$ cat src/rtl/alu_serial_sequencer.sv
// Bit-serial ALU sequencer: computes one result bit per cycle, LSB first, through a
// single-bit datapath, then presents the full result and flags with a one-cycle done pulse.
module alu_serial_sequencer #(
    parameter int unsigned WIDTH = 64
) (
    input  logic             clk,
    input  logic             reset,
    input  logic             start,
    input  logic [WIDTH-1:0] A,
    input  logic [WIDTH-1:0] B,
    input  logic [2:0]       cntrl,
    output logic             busy,
    output logic             done,
    output logic [WIDTH-1:0] result,
    output logic             negative,
    output logic             zero,
    output logic             overflow,
    output logic             carry_out
);

    localparam int unsigned IW = $clog2(WIDTH);
    localparam logic [IW-1:0] LastIdx = IW'(WIDTH - 1);

    typedef enum logic [1:0] {StIdle, StRun, StDone} state_e;

    state_e           state_q;
    logic [WIDTH-1:0] a_q, b_q;
    logic [2:0]       op_q;
    logic [IW-1:0]    idx_q;
    logic             c_q;
    // Holds the bits produced so far; bit k ends at position k after WIDTH-1 shifts.
    logic [WIDTH-2:0] sh_q;
    logic             busy_q, done_q, neg_q, zero_q, ovf_q, cout_q;
    logic [WIDTH-1:0] result_q;

    logic             is_arith, b_eff, sum_bit, c_d, bit_res, accept;
    logic [WIDTH-1:0] shift_d;

    always_comb begin
        is_arith = (op_q == 3'b010) || (op_q == 3'b011);
        b_eff    = b_q[0] ^ (is_arith & op_q[0]);
        sum_bit  = a_q[0] ^ b_eff ^ c_q;
        c_d      = (a_q[0] & b_eff) | (a_q[0] & c_q) | (b_eff & c_q);
        bit_res  = 1'b0;
        case (op_q)
            3'b000:  bit_res = b_q[0];
            3'b010:  bit_res = sum_bit;
            3'b011:  bit_res = sum_bit;
            3'b100:  bit_res = a_q[0] & b_q[0];
            3'b101:  bit_res = a_q[0] | b_q[0];
            3'b110:  bit_res = a_q[0] ^ b_q[0];
            default: bit_res = 1'b0;
        endcase
        shift_d = {bit_res, sh_q};
        accept  = start && ((state_q == StIdle) || (state_q == StDone));
    end

    always_ff @(posedge clk) begin
        if (reset) begin
            state_q  <= StIdle;
            a_q      <= '0;
            b_q      <= '0;
            op_q     <= '0;
            idx_q    <= '0;
            c_q      <= 1'b0;
            sh_q     <= '0;
            busy_q   <= 1'b0;
            done_q   <= 1'b0;
            result_q <= '0;
            neg_q    <= 1'b0;
            zero_q   <= 1'b1;
            ovf_q    <= 1'b0;
            cout_q   <= 1'b0;
        end else begin
            if (accept) begin
                a_q   <= A;
                b_q   <= B;
                op_q  <= cntrl;
                idx_q <= '0;
                c_q   <= ((cntrl == 3'b010) || (cntrl == 3'b011)) ? cntrl[0] : 1'b0;
            end
            case (state_q)
                StIdle: begin
                    done_q <= 1'b0;
                    if (start) begin
                        state_q <= StRun;
                        busy_q  <= 1'b1;
                    end
                end
                StRun: begin
                    a_q   <= a_q >> 1;
                    b_q   <= b_q >> 1;
                    c_q   <= c_d;
                    sh_q  <= shift_d[WIDTH-1:1];
                    idx_q <= idx_q + 1'b1;
                    if (idx_q == LastIdx) begin
                        state_q  <= StDone;
                        busy_q   <= 1'b0;
                        done_q   <= 1'b1;
                        result_q <= shift_d;
                        neg_q    <= shift_d[WIDTH-1];
                        zero_q   <= (shift_d == '0);
                        // c_q is the carry into the MSB, c_d the carry out of it.
                        ovf_q    <= is_arith & (c_q ^ c_d);
                        cout_q   <= is_arith & c_d;
                    end
                end
                StDone: begin
                    done_q <= 1'b0;
                    if (start) begin
                        state_q <= StRun;
                        busy_q  <= 1'b1;
                    end else begin
                        state_q <= StIdle;
                    end
                end
                default: state_q <= StIdle;
            endcase
        end
    end

    assign busy      = busy_q;
    assign done      = done_q;
    assign result    = result_q;
    assign negative  = neg_q;
    assign zero      = zero_q;
    assign overflow  = ovf_q;
    assign carry_out = cout_q;

endmodule

$ cat config.mk
export PLATFORM = sky130hd
export DESIGN_NAME = alu_serial_sequencer
export DESIGN_NICKNAME = d
export VERILOG_FILES = /design/src/rtl/alu_serial_sequencer.sv
export SDC_FILE = /design/constraint.sdc
export NUM_CORES = 1
export LEC_CHECK = 0
export BUFFER_PORTS_ARGS = -buffer_cell sky130_fd_sc_hd__buf_2
export CAP_MARGIN = 5
export CORE_ASPECT_RATIO = 1.2
export CORE_MARGIN = 10
export CORE_UTILIZATION = 49
export DETAILED_ROUTE_END_ITERATION = 6
export PLACE_DENSITY = 0.75
export SLEW_MARGIN = 10
export SYNTH_ARGS = -nofsm -noshare
export SYNTH_HDL_FRONTEND = slang
export SYNTH_SLANG_ARGS = --single-unit
$ cat constraint.sdc
create_clock -name clk -period 1.6 [get_ports clk]
set_input_delay 0.32 -clock clk [delete_from_list [all_inputs] [get_ports clk]]
set_output_delay 0.32 -clock clk [all_outputs]
set_load 0.005 [all_outputs]
After elaboration in Yosys (flattened, before gate mapping)
Index checks and enable logic that the tools add are counted.
{"block": "op_classes", "muxes": 19, "reduce_logical": 16, "eq_ne": 13, "addsub": 1, "bitwise_logic": 15}
{"operator": "2-to-1 mux 63 bit", "count": 4}
{"operator": "logical NOT 64 bit", "count": 1}
{"operator": "equality test 3 x 2 -> 1 bit, second input constant", "count": 4}
{"operator": "2-to-1 mux 6 bit", "count": 2}
{"operator": "equality test 3 bit, second input constant", "count": 3}
{"operator": "AND 1 bit", "count": 7}
{"operator": "2-to-1 mux 1 bit", "count": 7}
{"operator": "adder 6 x 1 -> 6 bit, second input constant", "count": 1}
{"operator": "equality test 6 bit, second input constant", "count": 1}
{"operator": "one-hot mux 2 bit (3 select lines)", "count": 1}
{"operator": "AND reduction 2 bit", "count": 3}
{"operator": "OR reduction 2 bit", "count": 3}
{"operator": "one-hot mux 1 bit (5 select lines)", "count": 1}
{"operator": "bitwise XOR 1 bit", "count": 5}
{"operator": "2-to-1 mux 2 bit", "count": 2}
{"operator": "!= test 2 bit, second input constant", "count": 2}
{"operator": "one-hot mux 1 bit (2 select lines)", "count": 2}
{"operator": "nonzero test 2 bit", "count": 2}
{"operator": "logical NOT 3 bit", "count": 1}
{"operator": "logical OR 1 bit", "count": 3}
{"operator": "bitwise OR 1 bit", "count": 3}
{"operator": "AND reduction 3 bit", "count": 1}
{"operator": "equality test 2 x 1 -> 1 bit, second input constant", "count": 1}
{"operator": "equality test 2 bit, second input constant", "count": 1}
{"operator": "other kinds (3)", "count": 3}
{"block": "word_totals", "register_bits": 273, "wordCells": 80, "inputBits": 134}

Logic depth before layout (Yosys ltp)
Gate-level depths: netlist of run 1.
{"block": "logic_depth", "ltp_word": 9, "ltp_mapped": 8, "ltp_nobuf": 7}

Worst setup path before layout of run 1
OpenSTA, ideal clock, no wires.
{"block": "synth_timing", "kind": "reg2reg", "from": "register op_q[1]", "to": "register cout_q, in the netlist carry_out", "arrival_time_ps": 1658, "path_stages_with_launch": 7, "n_path_buf": 0, "synth_period_minus_slack_ps": 1729, "path_slack_ps": -129, "cell_sequence": "dfxtp_1 -> nor2b_1 -> nand2_1 -> xnor2_1 -> fa_1 -> or3_1 -> a21oi_1"}
{"block": "synth_via", "elab_chain_len": 8, "elab_cells_between_ends": 10, "cone_classes": "2 x eq/ne; 7 x bitwise; 1 x reduce/logical"}
{"element": "start, declared", "line_no": "28", "rtl": "logic [2:0] op_q;"}
{"element": "start signal, assigned", "line_no": "78", "rtl": "op_q <= cntrl;"}
{"element": "equality test 3 x 2 -> 1 bit", "line_no": "40", "rtl": "is_arith = (op_q == 3'b010) || (op_q == 3'b011);"}
{"element": "logical OR 1 bit *", "line_no": "40"}
{"element": "AND 1 bit", "line_no": "41", "rtl": "b_eff = b_q[0] ^ (is_arith & op_q[0]);"}
{"element": "bitwise XOR 1 bit", "line_no": "41"}
{"element": "AND 1 bit", "line_no": "43", "rtl": "c_d = (a_q[0] & b_eff) | (a_q[0] & c_q) | (b_eff & c_q);"}
{"element": "bitwise OR 1 bit (2 in series)", "line_no": "43"}
{"element": "AND 1 bit *", "line_no": "105", "rtl": "cout_q <= is_arith & c_d;"}
{"element": "end signal, assigned", "line_no": "105"}
{"element": "end, declared", "line_no": "33", "rtl": "logic busy_q, done_q, neg_q, zero_q, ovf_q, cout_q;"}
Mark *: on every way between the ends. The rest lies on a longest branch, timed or not.
A chain may end at the register's enable or synchronous reset.

Worst setup path in the final report of run 1
{"block": "layout_timing", "from": "register op_q[2]", "to": "register sh_q[62]"}
{"block": "layout_via", "elab_chain_len": 7, "elab_cells_between_ends": 13, "cone_classes": "5 x eq/ne; 1 x mux; 4 x bitwise; 3 x reduce/logical"}
{"element": "equality test 3 x 2 -> 1 bit", "line_no": "40, 45"}
{"element": "logical OR 1 bit", "line_no": "40"}
{"element": "AND 1 bit", "line_no": "41"}
{"element": "bitwise XOR 1 bit", "line_no": "41"}
{"element": "bitwise XOR 1 bit (2 in series)", "line_no": "42", "rtl": "sum_bit = a_q[0] ^ b_eff ^ c_q;"}
{"element": "one-hot mux 1 bit (5 select lines) *", "line_no": "45", "rtl": "case (op_q)"}
{"element": "end signal, assigned", "line_no": "94", "rtl": "sh_q <= shift_d[WIDTH-1:1];"}
{"element": "end, declared", "line_no": "32", "rtl": "logic [WIDTH-2:0] sh_q;"}
Marks and branches as above.

==> results of run 1 <==
state kept, by name, indices dropped and copies added, names as in the netlist:
name       flops
sh_q          63
a_q           64
negative       1
state_q        2
zero           1
busy           1
carry_out      1
idx_q          6
c_q            1
op_q           3
result        63
b_q           64
done           1
overflow       1
layout by cell type, fill, tap and decap left out, types with 2 or more instances in the layout:
cell,n
dfxtp_2,4
bufinv_16,2
a21oi_1,258
clkinv_2,11
nand2b_1,2
clkbuf_8,5
a22oi_2,7
nor3_1,4
buf_12,17
nand2_1,392
buf_2,202
clkbuf_16,32
dfxtp_1,268
ha_1,2
diode_2,2
nand4_1,6
a21oi_2,5
inv_1,4
nor4_2,4
buf_4,63
nor2_1,12
a22oi_1,120
mux2i_1,2
clkbuf_1,3
nand3_1,2
mux2_2,3
nor2b_4,3
nor4_1,12
path summary, 6_finish.rpt:
| kind | start | endpoint | depth (start not counted) |
|---|---|---|---|
| hold reg to reg | result[13] | result[13] | 2 |
| setup reg to reg | op_q[2] | sh_q[62] | 7 |
| hold / removal | cntrl[0] | op_q[0] | 3 |
| setup / recovery | op_q[2] | sh_q[62] | 7 |
where the power goes:
part           internal (mW)  switching, mW
registers               7.02          0.131
clock network           3.58           2.55
logic                  0.571          0.776
Yosys cell counts (all sizes together):
master  number  area [um^2]
nand2      393         1480
dfxtp      272         5450
a21oi      263         1320
a22oi      127          953
clkbuf      65          244
buf         39          183
nor4        16          100
nor2        14         52.6
nand4        6         37.5
nor3         5         25.0
inv          4         15.0
ha           3         37.5
mux2         3         33.8
nand2b       3         18.8
nand3        3         15.0
nor2b        3         18.8
a211oi       2         15.0
mux2i        2         20.0
or3          2         12.5
xnor2        2         17.5
a21o         1         7.51
a221oi       1         8.76
a22o         1         8.76
a31o         1         8.76
and3         1         6.26
fa           1         20.0
nor3b        1         7.51
nor4b        1         8.76
o21ai        1         5.00
o22a         1         8.76
routing by layer:
layer	vias to the layer above	part of all wire [%]	GRT usage, %
met3	39	7.5	5.07
met4	2	1.9	4.70
li1	4679	-	-
met1	4406	40	22.4
met2	278	51	33.2
met5	-	0.065	0
final cells by class:
cell class                      instances  area [um^2]  area share, %
Timing Repair Buffer                  290         2010           15.3
Tap cell                              265          332           2.54
Clock buffer                           34          742           5.68
Clock inverter                         13          115          0.880
Multi-Input combinational cell        857         4410           33.7
Inverter                                4         15.0          0.115
Sequential cell                       272         5450           41.7
Antenna cell                            2         5.00         0.0383
worst max-delay path, stage by stage (launching register included):
cell and delay (ps):
dfxtp_1 340, nor2b_4 120, nand2_2 70, xnor2_2 140
fa_2 530, nor2_2 40, a21oi_2 180, a211oi_1 100
cells by family (layout without fill, tap and decap cells):
| logic type | Yosys count | after routing |
|---|---|---|
| adder cells (fa/ha/maj) | 4 | 4 |
| flip-flops | 272 | 272 |
| buffers and inverters | 108 | 341 |
| XOR/XNOR | 2 | 2 |
| AO/OA/AOI/OAI | 398 | 398 |
| multiplexers | 5 | 5 |
| other | 0 | 2 |
| AND/OR/NAND/NOR | 448 | 448 |
metrics by stage:
step | hold slack, ps | setup WS [ps]
after CTS | 31.8 | -21.2
final | 47.3 | -40.7
after global routing | 48.9 | -90.5
after detailed placement | 443 | -71.0
after floorplan | 437 | -31.7
after global placement | 439 | -50.9
timing repair:
action                     CTS  global route
hold buffers                 0             0
setup buffers                2             4
setup endpoints to repair   67            63
pin swaps                    5             4
resized for setup            8            20
gates cloned                 1             5
hold endpoints to repair     0             0
==> flow_summary.yaml, run 1 <==
finish:
  syn_to_final_growth_pct: 29.1
  final_nets: 1590
  fin_area_um2: 13100
  n_fill_cell: 1755
  stdcell_count: 1737
  final_util_pct: 64.3
  drive_gt1_share_pct: 25.3
setup_path:
  arrival_ps: 2030
  critPathMaxFanout: 3
  rrSetupSlack_ps: -40
  crit_path_start_kind: "flop"
  end_kind: "flop"
  cp_data_required_time_ps: 1990
  critPathKind: "flop to flop"
clocking:
  cts_tree: "yes"
  htreeDepth: 1
  cts_buffer_depth: 3
  clockRootBuffer: "clkbuf_16"
  cts_buffers: 27
  clock_sinks: 272
  clk_pin_slew_ps: 60
  clock_latency_ps: 520
logic_synthesis:
  synthCells: 1237
  seq_area_frac_synth_pct: 53.8
  synth.mux.area_fraction_pct: 0.531
  yosys_warnings: 0
  synth-seq-cells: 272
  synth_cell_types: 32
  synth_top_family_by_area: "compound AO/OA/AOI/OAI gates"
  avgSynthCellArea_um2: 8.19
  synthXorXnorAreaFrac_pct: 0.173
  synth_compound_area_share_pct: 23.0
  synthesis.area_um2: 10100
  synth-simple-area-share_pct: 17.6
  synth_fa_ha_area_share_pct: 0.568
  syn_nets: 1375
timing:
  fin_setup_tns_ps: -114
  fmax_ghz: 0.610
  setup_slack_ps: -40.7
  period_needed_ps: 1640
  finClkSkew_ps: 8.88
  setup_viol: 3
  maxSlewHeadroom_pct: 71.3
  hold_violations: 0
  fin_crit_sh_pct: 103
  rsz0062_at_grt: "yes"
  tightest_slew_ps: 427
  slew_viol_final: 0
placed_design:
  place_area_um2: 11900
  dpl.cell_count: 1676
  dp.final_hpwl_mm: 17.6
  gp_congestion: 0.819
  numPortBuffers: 203
outcome:
  violations: "setup timing"
  status: "finished with violations"
power:
  power.density_nw_per_um2: 1120
  total_power_mw: 14.6
  peakVddDrop_v: 0.000872
  leakagePower_nw: 5.08
drt:
  wl_per_cell_um: 15.9
  antenna_left: 0
  drc_errors: 0
  dr.pass1.iters: 6
  finalWirelength_mm: 27.6
  vias: 9404
  drt-initial-drc-count: 564
  via_per_inst: 5.41
floorplan:
  rows: 57
  die_h_um: 177
  die_width_um: 151
  start_util_pct: 49.8
  io_pins: 204
  coreArea_um2: 20300
  dieArea_um2: 26800
global_route:
  overflow: 0
  grt_use_total_pct: 19.0
  grt_pass1_wl_mm: 43.4
  grt_max_degree: 82
  first_global_vias: 9171
  antenna_found_initial: 4
run:
  drv_cap: 0
min_path:
  holdCritPathClass: "input port to flop"
Power figures use the tool's default switching activity.
==> inputs of run 2 (changes only) <==
Settings changed: BUFFER_PORTS_ARGS -buffer_cell sky130_fd_sc_hd__buf_2 to not set, CORE_UTILIZATION 49 to 56, DONT_BUFFER_PORTS set to 1, PLACE_DENSITY 0.75 to 0.74.
==> run 2 against run 1 <==
The run ends with hold timing, setup timing left. Flip-flop and latch count stayed put. Sequential share of layout area increased by 2.8 points. Die area shrank 11%. Non-clock buffer count shrank 222. Clock skew increased by 2.5 ps. Worst setup slack got worse by 34 ps. Register-to-register slack worse by 30 ps. Largest cell class unchanged.
==> flow_summary.yaml, run 2 (synthesis gave the netlist of run 1 again) <==
outcome:
  status: "finished with violations"
  violations: "hold timing, setup timing"
clocking:
  clockRootBuffer: "clkbuf_16"
  clk_pin_slew_ps: 60
  clock_latency_ps: 520
  cts_tree: "yes"
  htreeDepth: 1
  cts_buffer_depth: 3
  cts_buffers: 27
  clock_sinks: 272
placed_design:
  numPortBuffers: 0
  gp_congestion: 0.787
  dpl.cell_count: 1404
  place_area_um2: 10600
  dp.final_hpwl_mm: 16.0
  place_ws_ps: -70.2
floorplan:
  coreArea_um2: 17600
  dieArea_um2: 23900
  rows: 53
  die_width_um: 143
  die_h_um: 167
  io_pins: 204
  start_util_pct: 57.4
global_route:
  antenna_found_initial: 0
  first_global_vias: 7854
  grt_max_degree: 273
  overflow: 0
  grt_use_total_pct: 19.7
  grt_pass1_wl_mm: 39.8
min_path:
  min_to: "result[51]"
  holdCritPathClass: "input port to flop"
  hold_start: "reset"
  hold_depth: 1
finish:
  drive_gt1_share_pct: 17.7
  antenna_cells: 0
  final_util_pct: 69.5
  final_cell_mix: "nand2_1, dfxtp_1, a21oi_1"
  reg.largest.list: "a_q x64, b_q x64"
  stdcell_count: 1469
  final_nets: 1368
  fin_area_um2: 12300
  syn_to_final_growth_pct: 21.0
  layout_commonest_cell: "nand2_1"
drt:
  finalWirelength_mm: 26.5
  via_per_inst: 5.89
  antenna_left: 0
  dr.pass1.iters: 5
  drt-initial-drc-count: 685
  drc_errors: 0
  vias: 8656
  wl_per_cell_um: 18.0
setup_path:
  cp_slowest_stage_delay_ps: 560
  cp_slowest_cell: "fa_2"
  cp_data_required_time_ps: 2000
  critPathKind: "flop to flop"
  arrival_ps: 2070
  crit_path_start_kind: "flop"
  worstReg2RegStart: "op_q[1]"
  r2r_end: "negative"
  worstRegToRegCells: 7
  rrSetupSlack_ps: -70
  critPathMaxFanout: 3
  path_cells: "nor2b_4 > nand2_2 > xnor2_2 > fa_2 > nor2_4 > a21oi_4 > a211oi_2"
  path_buf_inv: 0
  crit_family: "adder cells"
  end_kind: "flop"
timing:
  slew_viol_final: 0
  fmax_ghz: 0.597
  tightest_slew_ps: 452
  finClkSkew_ps: 11.4
  rsz0062_at_grt: "yes"
  setup_slack_ps: -74.8
  maxSlewHeadroom_pct: 69.9
  hold_violations: 116
  timing.hold.ws_ps: -113
  setup_viol: 21
  fin_setup_tns_ps: -432
  period_needed_ps: 1670
  fin_crit_sh_pct: 105
power:
  total_power_mw: 14.7
  peakVddDrop_v: 0.00103
  leakagePower_nw: 4.58
  power.density_nw_per_um2: 1200
run:
  drv_cap: 0
run 2: cell count changes in the layout (fill, tap and decap cells not counted), moves of 9 or more:
cell     delta
a21oi_1    -40
a21oi_2    +39
buf_2     -201
nand2_2     +9
nand2_4    +30
nand2_1    -39
buf_4      -24
run 2: per-layer routing:
layer / track usage [%] / vias up / part of all wire (%)
met4: 5.30 / 0 / 2.4
met2: 33.1 / 240 / 51
met1: 23.0 / 4122 / 37
met5: 0 / - / 0
met3: 7.27 / 43 / 8.6
li1: - / 4251 / -
run 2: final cells by class:
| class | count | area, um^2 |
|---|---|---|
| fill | 1366 | 5390 |
| clock inverter | 16 | 210 |
| inverter | 4 | 15.0 |
| clock buffer | 32 | 714 |
| tap | 220 | 275 |
| multi-input combinational | 857 | 4800 |
| timing repair buffer | 68 | 792 |
| sequential | 272 | 5450 |
run 2: timing repair:
item / CTS / global route
gates resized for setup: 5 / 138
hold endpoints to repair: 271 / 271
setup buffers: 1 / 6
gates cloned: 0 / 8
pin swaps: 4 / 51
setup endpoints to repair: 56 / 70
run 2: power breakdown:
part | switching (mW) | internal, mW
registers | 0.134 | 7.02
logic | 0.577 | 0.407
clock network | 2.57 | 3.98
total | 3.28 | 11.4
run 2: worst max-delay path by stage:
| stage | end | startpoint | cells after the start |
|---|---|---|---|
| after floorplan | zero | op_q[1] | 7 |
| after global placement | result[8] | idx_q[1] | 6 |
| after detailed placement | result[27] | idx_q[1] | 6 |
| after CTS | negative | op_q[1] | 7 |
| after global routing | zero | op_q[1] | 7 |
| final | negative | op_q[1] | 7 |
==> inputs of run 3 (changes only) <==
Settings changed: REMOVE_ABC_BUFFERS set to 1, SKIP_CTS_REPAIR_TIMING set to 1.
==> run 3 against run 2 <==
The flow still finishes with violations (hold timing, setup timing). Largest power group unchanged. Global-route usage decreased by 0.076 points. Hold slack got worse by 23 ps. Final cell count decreased by 0.27%. Critical endpoint is now sh_q[62]. Wire length decreased by 2.3%. Design area decreased by 3.7%. Worst setup slack improved by 24 ps.
==> flow_summary.yaml, run 3 (synthesis gave the netlist of run 1 again) <==
floorplan:
  io_pins: 204
  rows: 53
  start_util_pct: 57.4
  dieArea_um2: 23900
  coreArea_um2: 17600
  die_h_um: 167
  die_width_um: 143
finish:
  final_util_pct: 66.9
  layout_commonest_cell: "nand2_1"
  stdcell_count: 1465
  n_fill_cell: 1449
  seqCellArea_um2: 5450
  final_nets: 1366
  final_cell_mix: "nand2_1, dfxtp_1, a21oi_1"
  antenna_cells: 0
  syn_to_final_growth_pct: 16.5
  drive_gt1_share_pct: 11.5
  multi_input_area_um2: 4380
  reg.largest.list: "a_q x64, b_q x64"
drt:
  via_per_inst: 5.82
  vias: 8519
  dr.pass1.iters: 6
  antenna_left: 0
  wl_per_cell_um: 17.7
  drc_errors: 0
  finalWirelength_mm: 25.9
  drt-initial-drc-count: 597
clocking:
  htreeDepth: 1
  cts_buffer_depth: 3
  clock_latency_ps: 520
  clockRootBuffer: "clkbuf_16"
  cts_buffers: 26
  clk_pin_slew_ps: 60
  cts_tree: "yes"
  clock_sinks: 272
timing:
  setup_viol: 4
  slew_viol_final: 0
  tightest_slew_ps: 606
  fmax_ghz: 0.606
  finClkSkew_ps: 6.31
  setup_slack_ps: -51.3
  timing.hold.ws_ps: -136
  fin_crit_sh_pct: 103
  hold_violations: 105
  period_needed_ps: 1650
  rsz0062_at_grt: "yes"
  maxSlewHeadroom_pct: 59.6
setup_path:
  cp_slowest_cell: "fa_2"
  critPathMaxFanout: 3
  critPathKind: "flop to flop"
  arrival_ps: 2030
  crit_family: "adder cells"
  rrSetupSlack_ps: -50
  path_buf_inv: 0
  cp_data_required_time_ps: 1980
  path_cells: "nor2b_4 > nand2_2 > xnor2_2 > fa_2 > nor2_2 > a21oi_2 > a211oi_1"
  end_kind: "flop"
  cp_slowest_stage_delay_ps: 530
  crit_path_start_kind: "flop"
placed_design:
  numPortBuffers: 0
  gp_congestion: 0.799
  place_ws_ps: -80.4
  dp.final_hpwl_mm: 16.1
  dpl.cell_count: 1413
global_route:
  grt_pass1_wl_mm: 39.9
  grt_max_degree: 273
  antenna_found_initial: 0
  grt_use_total_pct: 19.6
  overflow: 0
  first_global_vias: 8004
power:
  power.density_nw_per_um2: 1250
  p_int_mw: 11.5
  p_clk_share_pct: 44.9
  leakagePower_nw: 4.05
  p_sw_mw: 3.23
  seqPwrFrac_pct: 48.6
  swShare_pct: 22.0
  combPwrFrac_pct: 6.5
  peakVddDrop_v: 0.000943
run:
  drv_cap: 0
min_path:
  holdCritPathClass: "input port to flop"
outcome:
  violations: "hold timing, setup timing"
  status: "finished with violations"
[run 3: cell count changes in the layout (fill, tap and decap cells not counted), sizes merged]
| cell | before | now |
|---|---|---|
| clkinv | 9 | 2 |
| clkbuf | 36 | 41 |
| buf | 62 | 63 |
| bufinv | 5 | 4 |
| clkinvlp | 2 | 1 |
| dlygate4sd3 | 2 | 1 |
[run 3: per-layer routing]
layer,share of wire [%],track usage (%),vias up
met4,2.2,5.08,0
met3,11,8.94,45
met5,0,0,-
li1,-,-,4240
met1,37,21.4,3997
met2,50,33.5,237
[run 3: power by group through the flow]
stage	logic, mW	registers, mW	clock network (mW)
global placement	0.924	7.28	0
detailed placement	0.940	7.29	0
global route	1.08	7.17	7.02
floorplan	0.660	7.26	0
finish	0.961	7.15	6.61
CTS	0.945	7.15	6.73
[run 3: area by class of cell]
cell class / count / share of cell area [%]
clock buffer: 38 / 6.75
clock inverter: 7 / 1.20
inverter: 4 / 0.127
multi-input combinational: 857 / 37.2
sequential: 272 / 46.2
tap: 220 / 2.33
timing repair buffer: 67 / 6.26
[run 3: final timing paths]
kind,startpoint,endpoint,cells past startpoint
hold / removal,reset,a_q[39],1
setup / recovery,op_q[1],sh_q[62],7
hold reg to reg,a_q[39],a_q[39],2
setup reg to reg,op_q[1],sh_q[62],7
[run 3: through the flow]
| stage | power (mW) | cell area [um^2] | TNS (ps) |
|---|---|---|---|
| 6_report | 14.7 | 11800 | -138 |
| 5_1_grt | 15.3 | 11800 | -554 |
| 4_1_cts | 14.8 | 11500 | -2960 |
| 2_1_floorplan | 7.92 | 9700 | -2448800 |
| 3_5_place_dp | 8.23 | 10600 | -2630 |
| 3_3_place_gp | 8.21 | 10600 | -957 |
